`src/rtl/resp_demux_pkg.sv`:
```
// Shared constants for the result demultiplexer: default geometry and the
// fixed destination indices used by the pipeline consumers.
package resp_demux_pkg;

  localparam int DATA_W_DEF = 32;
  localparam int N_OUT_DEF  = 4;
  localparam int SEL_W_DEF  = 2;
  localparam int CNT_W_DEF  = 8;

  localparam int DST_IF  = 0;
  localparam int DST_LD  = 1;
  localparam int DST_CP0 = 2;
  localparam int DST_FWD = 3;

endpackage

```
`src/rtl/resp_demux_slot.sv`:
```
// One-entry output buffer for a single consumer. It loads a beat, holds it
// until drained, and is cleared by flush.
module resp_demux_slot #(
  parameter int DATA_W = 32
) (
  input  logic              clk,
  input  logic              resetn,
  input  logic              flush,
  input  logic              load,
  input  logic              drain,
  input  logic [DATA_W-1:0] data_i,
  output logic              valid_o,
  output logic [DATA_W-1:0] data_o
);

  logic              valid_q, valid_d;
  logic [DATA_W-1:0] data_q, data_d;

  // Load wins over drain so a same-cycle drain and refill keeps the slot full.
  always_comb begin
    valid_d = valid_q;
    data_d  = data_q;
    if (flush) begin
      valid_d = 1'b0;
    end else if (load) begin
      valid_d = 1'b1;
      data_d  = data_i;
    end else if (drain) begin
      valid_d = 1'b0;
    end
  end

  // NOTE: state registers use non-blocking assignments so every flop samples
  // pre-edge values; the payload register is reset too, so out_data reads zero.
  always_ff @(posedge clk or negedge resetn) begin
    if (!resetn) begin
      valid_q <= 1'b0;
      data_q  <= '0;
    end else begin
      valid_q <= valid_d;
      data_q  <= data_d;
    end
  end

  assign valid_o = valid_q;
  assign data_o  = data_q;

endmodule

```
`src/rtl/resp_demux.sv`:
```
// 1-to-N result router: steers each accepted producer beat into a one-entry
// slot for its destination and counts beats whose select is out of range.
module resp_demux
  import resp_demux_pkg::*;
#(
  parameter int DATA_W = DATA_W_DEF,
  parameter int N_OUT  = N_OUT_DEF,
  parameter int SEL_W  = SEL_W_DEF,
  parameter int CNT_W  = CNT_W_DEF
) (
  input  logic                    clk,
  input  logic                    resetn,
  input  logic                    flush,
  input  logic                    in_valid,
  output logic                    in_ready,
  input  logic [DATA_W-1:0]       in_data,
  input  logic [SEL_W-1:0]        in_sel,
  output logic [N_OUT-1:0]        out_valid,
  input  logic [N_OUT-1:0]        out_ready,
  output logic [N_OUT*DATA_W-1:0] out_data,
  output logic                    drop_pulse,
  output logic [CNT_W-1:0]        drop_cnt
);

  localparam logic [SEL_W:0] N_OUT_L = (SEL_W+1)'(N_OUT);

  logic             sel_in_range;
  logic             drop_accept;
  logic [N_OUT-1:0] load;
  logic             drop_pulse_q, drop_pulse_d;
  logic [CNT_W-1:0] drop_cnt_q, drop_cnt_d;

  assign sel_in_range = {1'b0, in_sel} < N_OUT_L;

  // in_ready looks only at the selected slot and never at in_valid; the
  // discard path is always ready except under flush.
  always_comb begin
    in_ready = 1'b0;
    load     = '0;
    if (!flush) begin
      if (!sel_in_range) in_ready = 1'b1;
      for (int d = 0; d < N_OUT; d++) begin
        if (in_sel == SEL_W'(d)) begin
          in_ready = !out_valid[d] || out_ready[d];
          load[d]  = in_valid && (!out_valid[d] || out_ready[d]);
        end
      end
    end
  end

  assign drop_accept = in_valid && !flush && !sel_in_range;

  always_comb begin
    drop_pulse_d = drop_accept;
    drop_cnt_d   = drop_cnt_q;
    if (drop_accept && (drop_cnt_q != '1)) drop_cnt_d = drop_cnt_q + CNT_W'(1);
  end

  always_ff @(posedge clk or negedge resetn) begin
    if (!resetn) begin
      drop_pulse_q <= 1'b0;
      drop_cnt_q   <= '0;
    end else begin
      drop_pulse_q <= drop_pulse_d;
      drop_cnt_q   <= drop_cnt_d;
    end
  end

  assign drop_pulse = drop_pulse_q;
  assign drop_cnt   = drop_cnt_q;

  for (genvar d = 0; d < N_OUT; d++) begin : g_slot
    resp_demux_slot #(
      .DATA_W(DATA_W)
    ) u_slot (
      .clk    (clk),
      .resetn (resetn),
      .flush  (flush),
      .load   (load[d]),
      .drain  (out_valid[d] & out_ready[d]),
      .data_i (in_data),
      .valid_o(out_valid[d]),
      .data_o (out_data[d*DATA_W +: DATA_W])
    );
  end

endmodule
```
`config.mk`:
```
export PLATFORM = sky130hd
export DESIGN_NAME = resp_demux
export DESIGN_NICKNAME = d
export VERILOG_FILES = /design/src/rtl/resp_demux_pkg.sv /design/src/rtl/resp_demux_slot.sv /design/src/rtl/resp_demux.sv
export SDC_FILE = /design/constraint.sdc
export NUM_CORES = 1
export LEC_CHECK = 0
export ABC_AREA = 1
export ABC_CLOCK_PERIOD_IN_PS = 1600
export CORE_MARGIN = 2
export CORE_UTILIZATION = 47
export CTS_CLUSTER_SIZE = 20
export DETAILED_ROUTE_END_ITERATION = 12
export PLACE_DENSITY = 0.81
export SLEW_MARGIN = 15
export SYNTH_ARGS = -nofsm -noshare
export SYNTH_HDL_FRONTEND = slang
export SYNTH_HIERARCHICAL = 1
export SYNTH_SLANG_ARGS = --single-unit
```
`constraint.sdc`:
```
create_clock -name clk -period 1.6 [get_ports clk]
set_input_delay 0.4 -clock clk [delete_from_list [all_inputs] [get_ports clk]]
set_output_delay 0.4 -clock clk [all_outputs]
set_load 0.01 [all_outputs]
```
==> impl_metrics.env <==
export IMPL_place_gp_congestion=0.890
export IMPL_grt_pass1_wl_um=27800
export IMPL_met3_usage_pct=8.11
export IMPL_finalWirelength_um=18200
export IMPL_r2r_end="g_slot[3].u_slot/data_o[11]$_DFFE_PN0P_"
export IMPL_nets=870
export IMPL_worstReg2RegStart="g_slot[3].u_slot/valid_o$_DFFE_PN0P_"
export IMPL_synth_edf_count=0
export IMPL_wl_per_cell_um=18.0
export IMPL_crit_family="flip-flops"
export IMPL_ant_nets=0
export IMPL_grt_usage_pct=27.6
export IMPL_use_met1_pct=33.8
export IMPL_synth_seq_cells=132
export IMPL_synth_ff_type="dfrtp_1"
export IMPL_fin_ws_ns=-0.0872
export IMPL_cts_sinks=132
export IMPL_final_core_util_pct=69.3
export IMPL_cp_required_ns=1.20
export IMPL_numCtsBuffers=17
export IMPL_crit_arrival_ns=1.29
export IMPL_core_um2=12100
export IMPL_stdcell_count=1008
export IMPL_whs_ns=0.362
export IMPL_num_antenna_cells=0
export IMPL_path_class="flop to output pin"
export IMPL_p_leak_uw=0.00460
export IMPL_reg2regPathDepth=9
export IMPL_synth_distinct_cells=15
export IMPL_worst_path_buf_inv=2
export IMPL_cpMaxStageDelayCell="dfrtp_1"
export IMPL_fmax_ghz=0.593
export IMPL_r2r_setup_slack_ns=0.06
export IMPL_avgSynthCellArea_um2=9.44
export IMPL_vias=5243
export IMPL_clk_latency_ns=0.41
export IMPL_die_x_um=116
export IMPL_via_per_inst=5.20
export IMPL_ir_drop_mv=0.754
export IMPL_yosys_top_cells_area="dfrtp_1 56%, nand2_1 13%, nand3_1 11%"
export IMPL_drtIter0Drc=457
export IMPL_skew_ns=0.00701
export IMPL_drc=0
export IMPL_antenna_found_initial=0
export IMPL_end_kind="output pin"
export IMPL_synthTopCellsByCount="200 x nand2_1, 132 x dfrtp_1, 129 x nand3_1"
export IMPL_status="complete, but fails checks"
export IMPL_clkSlewWorstSetupHoldPaths_ns=0.05
export IMPL_grt_ovfl_total=0
export IMPL_dpl_cell_area_um2=7760
export IMPL_maxCapViolations=0
export IMPL_clock_path_buffers=2
export IMPL_finalSetupViolations=1
export IMPL_seq_area_frac_synth_pct=56.2
export IMPL_critPathLaunch="g_slot[3].u_slot/valid_o$_DFFE_PN0P_"
export IMPL_grt_pass1_vias=5324
export IMPL_fin_area_um2=8390
export IMPL_drive_gt1_share_pct=22.3
export IMPL_yosysWarningCount=6
export IMPL_area_growth_pct=42.7
export IMPL_drtPass1Iterations=5
export IMPL_violations="setup timing"
export IMPL_crit_fanout=2
export IMPL_pin_count=184
export IMPL_crit_top_cell="nor2_2"
export IMPL_port_buffers=174
export IMPL_hold_viol=0
export IMPL_ctsHtreeMaxLevel=4
export IMPL_max_stage_delay_ns=0.38
export IMPL_cp_depth=6
export IMPL_pre_cts_ws_ns=-0.655
export IMPL_dp_cells=967
export IMPL_postSynth_asyncResetShare_pct=100
export IMPL_slew_violations=0
export IMPL_hpwl_um=12200
export IMPL_gr_usage_met2_pct=46.2
export IMPL_finalCritPeriodShare_pct=105
export IMPL_yosys_area_top_type_share_pct=56.2
export IMPL_fp_row_count=40
export IMPL_fin_crit_ns=1.69
export IMPL_syn_inst=623
export IMPL_start_util_pct=48.5
export IMPL_hold_class="input pin to flop"
export IMPL_crit_chain="inv_1 -> nor2_2 -> nand2_1 -> nand3_2 -> nor2_2 -> buf_2"
export IMPL_dieArea_um2=13400
export IMPL_root_buffer="clkbuf_16"
export IMPL_synth_most_common_cell="nand2_1"
export IMPL_cts_tree="yes"
export IMPL_busiest_layer="met2"
export IMPL_die_h_um=116
export IMPL_rsz0062_at_grt="yes"
export IMPL_grt_start_max_net_pins=42
export IMPL_power_density_nw_per_um2=1290
export IMPL_endpoint="in_ready"
export IMPL_synth_top_cell_by_area="dfrtp_1"
export IMPL_syn_cell_area_um2=5880
export IMPL_startpoint_type="flop"
## what timing repair did
item                                    in CTS  in global routing
setup buffers                                1                  4
hold buffers                                 1                  0
pin swaps                                    4                  8
cloned                                       2                  3
hold endpoints to repair                    32                  0
endpoints found under the setup margin     231                114
gates resized for setup                    143                 24
## where the power goes
group          switching, µW  total (µW)  internal, µW
registers                466        4480          4010
clock network           1430        3860          2430
logic                   1330        2470          1140
## cell families after synthesis
| kind of cell | share of synthesized area (%) |
|---|---|
| buf+inv | 9.24 |
| simple gates | 34.5 |
| other cells | 0.0638 |
| flops | 56.2 |
## worst min-delay path: cells and delay by family
family        cells  cell delay [ns]
simple gates      4             0.18
buf+inv           2             0.14
## layer usage
metal	routed length (µm)	part of all wire [%]
met5	0	0
met4	486	2.7
met3	1610	8.8
met2	9010	50
met1	7050	39
## stage by stage
| stage | total power, µW | setup TNS, ns |
|---|---|---|
| 6_report | 10800 | -0.0872 |
| 4_1_cts | 10800 | -0.158 |
| 5_1_grt | 11400 | -0.214 |
| 3_3_place_gp | 7360 | -52.31 |
| 2_1_floorplan | 5550 | 0 |
| 3_5_place_dp | 7460 | -60.01 |
## sequential cells by signal (all words and copies together) (netlist names)
name,count
g_slot.u_slot/data_o,128
g_slot.u_slot/valid_o,4
## area by class of cell
type / instances / area (µm²)
Timing Repair Buffer: 222 / 2020
Clock inverter: 14 / 164
Multi-Input combinational cell: 439 / 2200
Tap cell: 168 / 210
Inverter: 16 / 60.1
Fill cell: 980 / 3720
Sequential cell: 132 / 3300
Clock buffer: 17 / 425
## cells in the final DEF, fill, tap and decap left out
cell type,n
nand2_1,198
dfrtp_1,132
dlygate4sd2_1,130
nand3_1,128
nand2_2,78
buf_4,36
clkdlybuf4s50_1,34
clkbuf_16,17
inv_1,9
conb_1,9
nand2_8,8
inv_2,7
buf_6,7
nor2_2,6
nor2_1,6
clkinv_2,5
buf_12,5
dlymetal6s2s_1,4
bufinv_16,3
clkinv_4,3
clkinvlp_4,3
clkbuf_2,2
clkdlybuf4s15_1,2
nor2_4,1
nor3_4,1
nor3b_4,1
nor3_2,1
nand3_2,1
nand2_4,1
dlygate4sd3_1,1
buf_2,1
## how the worst min path moves through the flow
| stage | cells past startpoint | to | from | slack [ns] |
|---|---|---|---|---|
| finish | 6 | g_slot[1].u_slot/valid_o$_DFFE_PN0P_ | out_ready[1] | 0.36 |
| global route | 6 | g_slot[1].u_slot/valid_o$_DFFE_PN0P_ | out_ready[1] | 0.39 |
| CTS | 2 | g_slot[1].u_slot/data_o[31]$_DFFE_PN0P_ | g_slot[1].u_slot/data_o[31]$_DFFE_PN0P_ | 0.47 |
| detailed placement | 1 | g_slot[1].u_slot/data_o[1]$_DFFE_PN0P_ | resetn | 0.33 |
| global placement | 1 | g_slot[1].u_slot/data_o[1]$_DFFE_PN0P_ | resetn | 0.33 |
| floorplan | 0 | g_slot[0].u_slot/data_o[0]$_DFFE_PN0P_ | resetn | 0.10 |
Power figures use the tool's default switching activity.
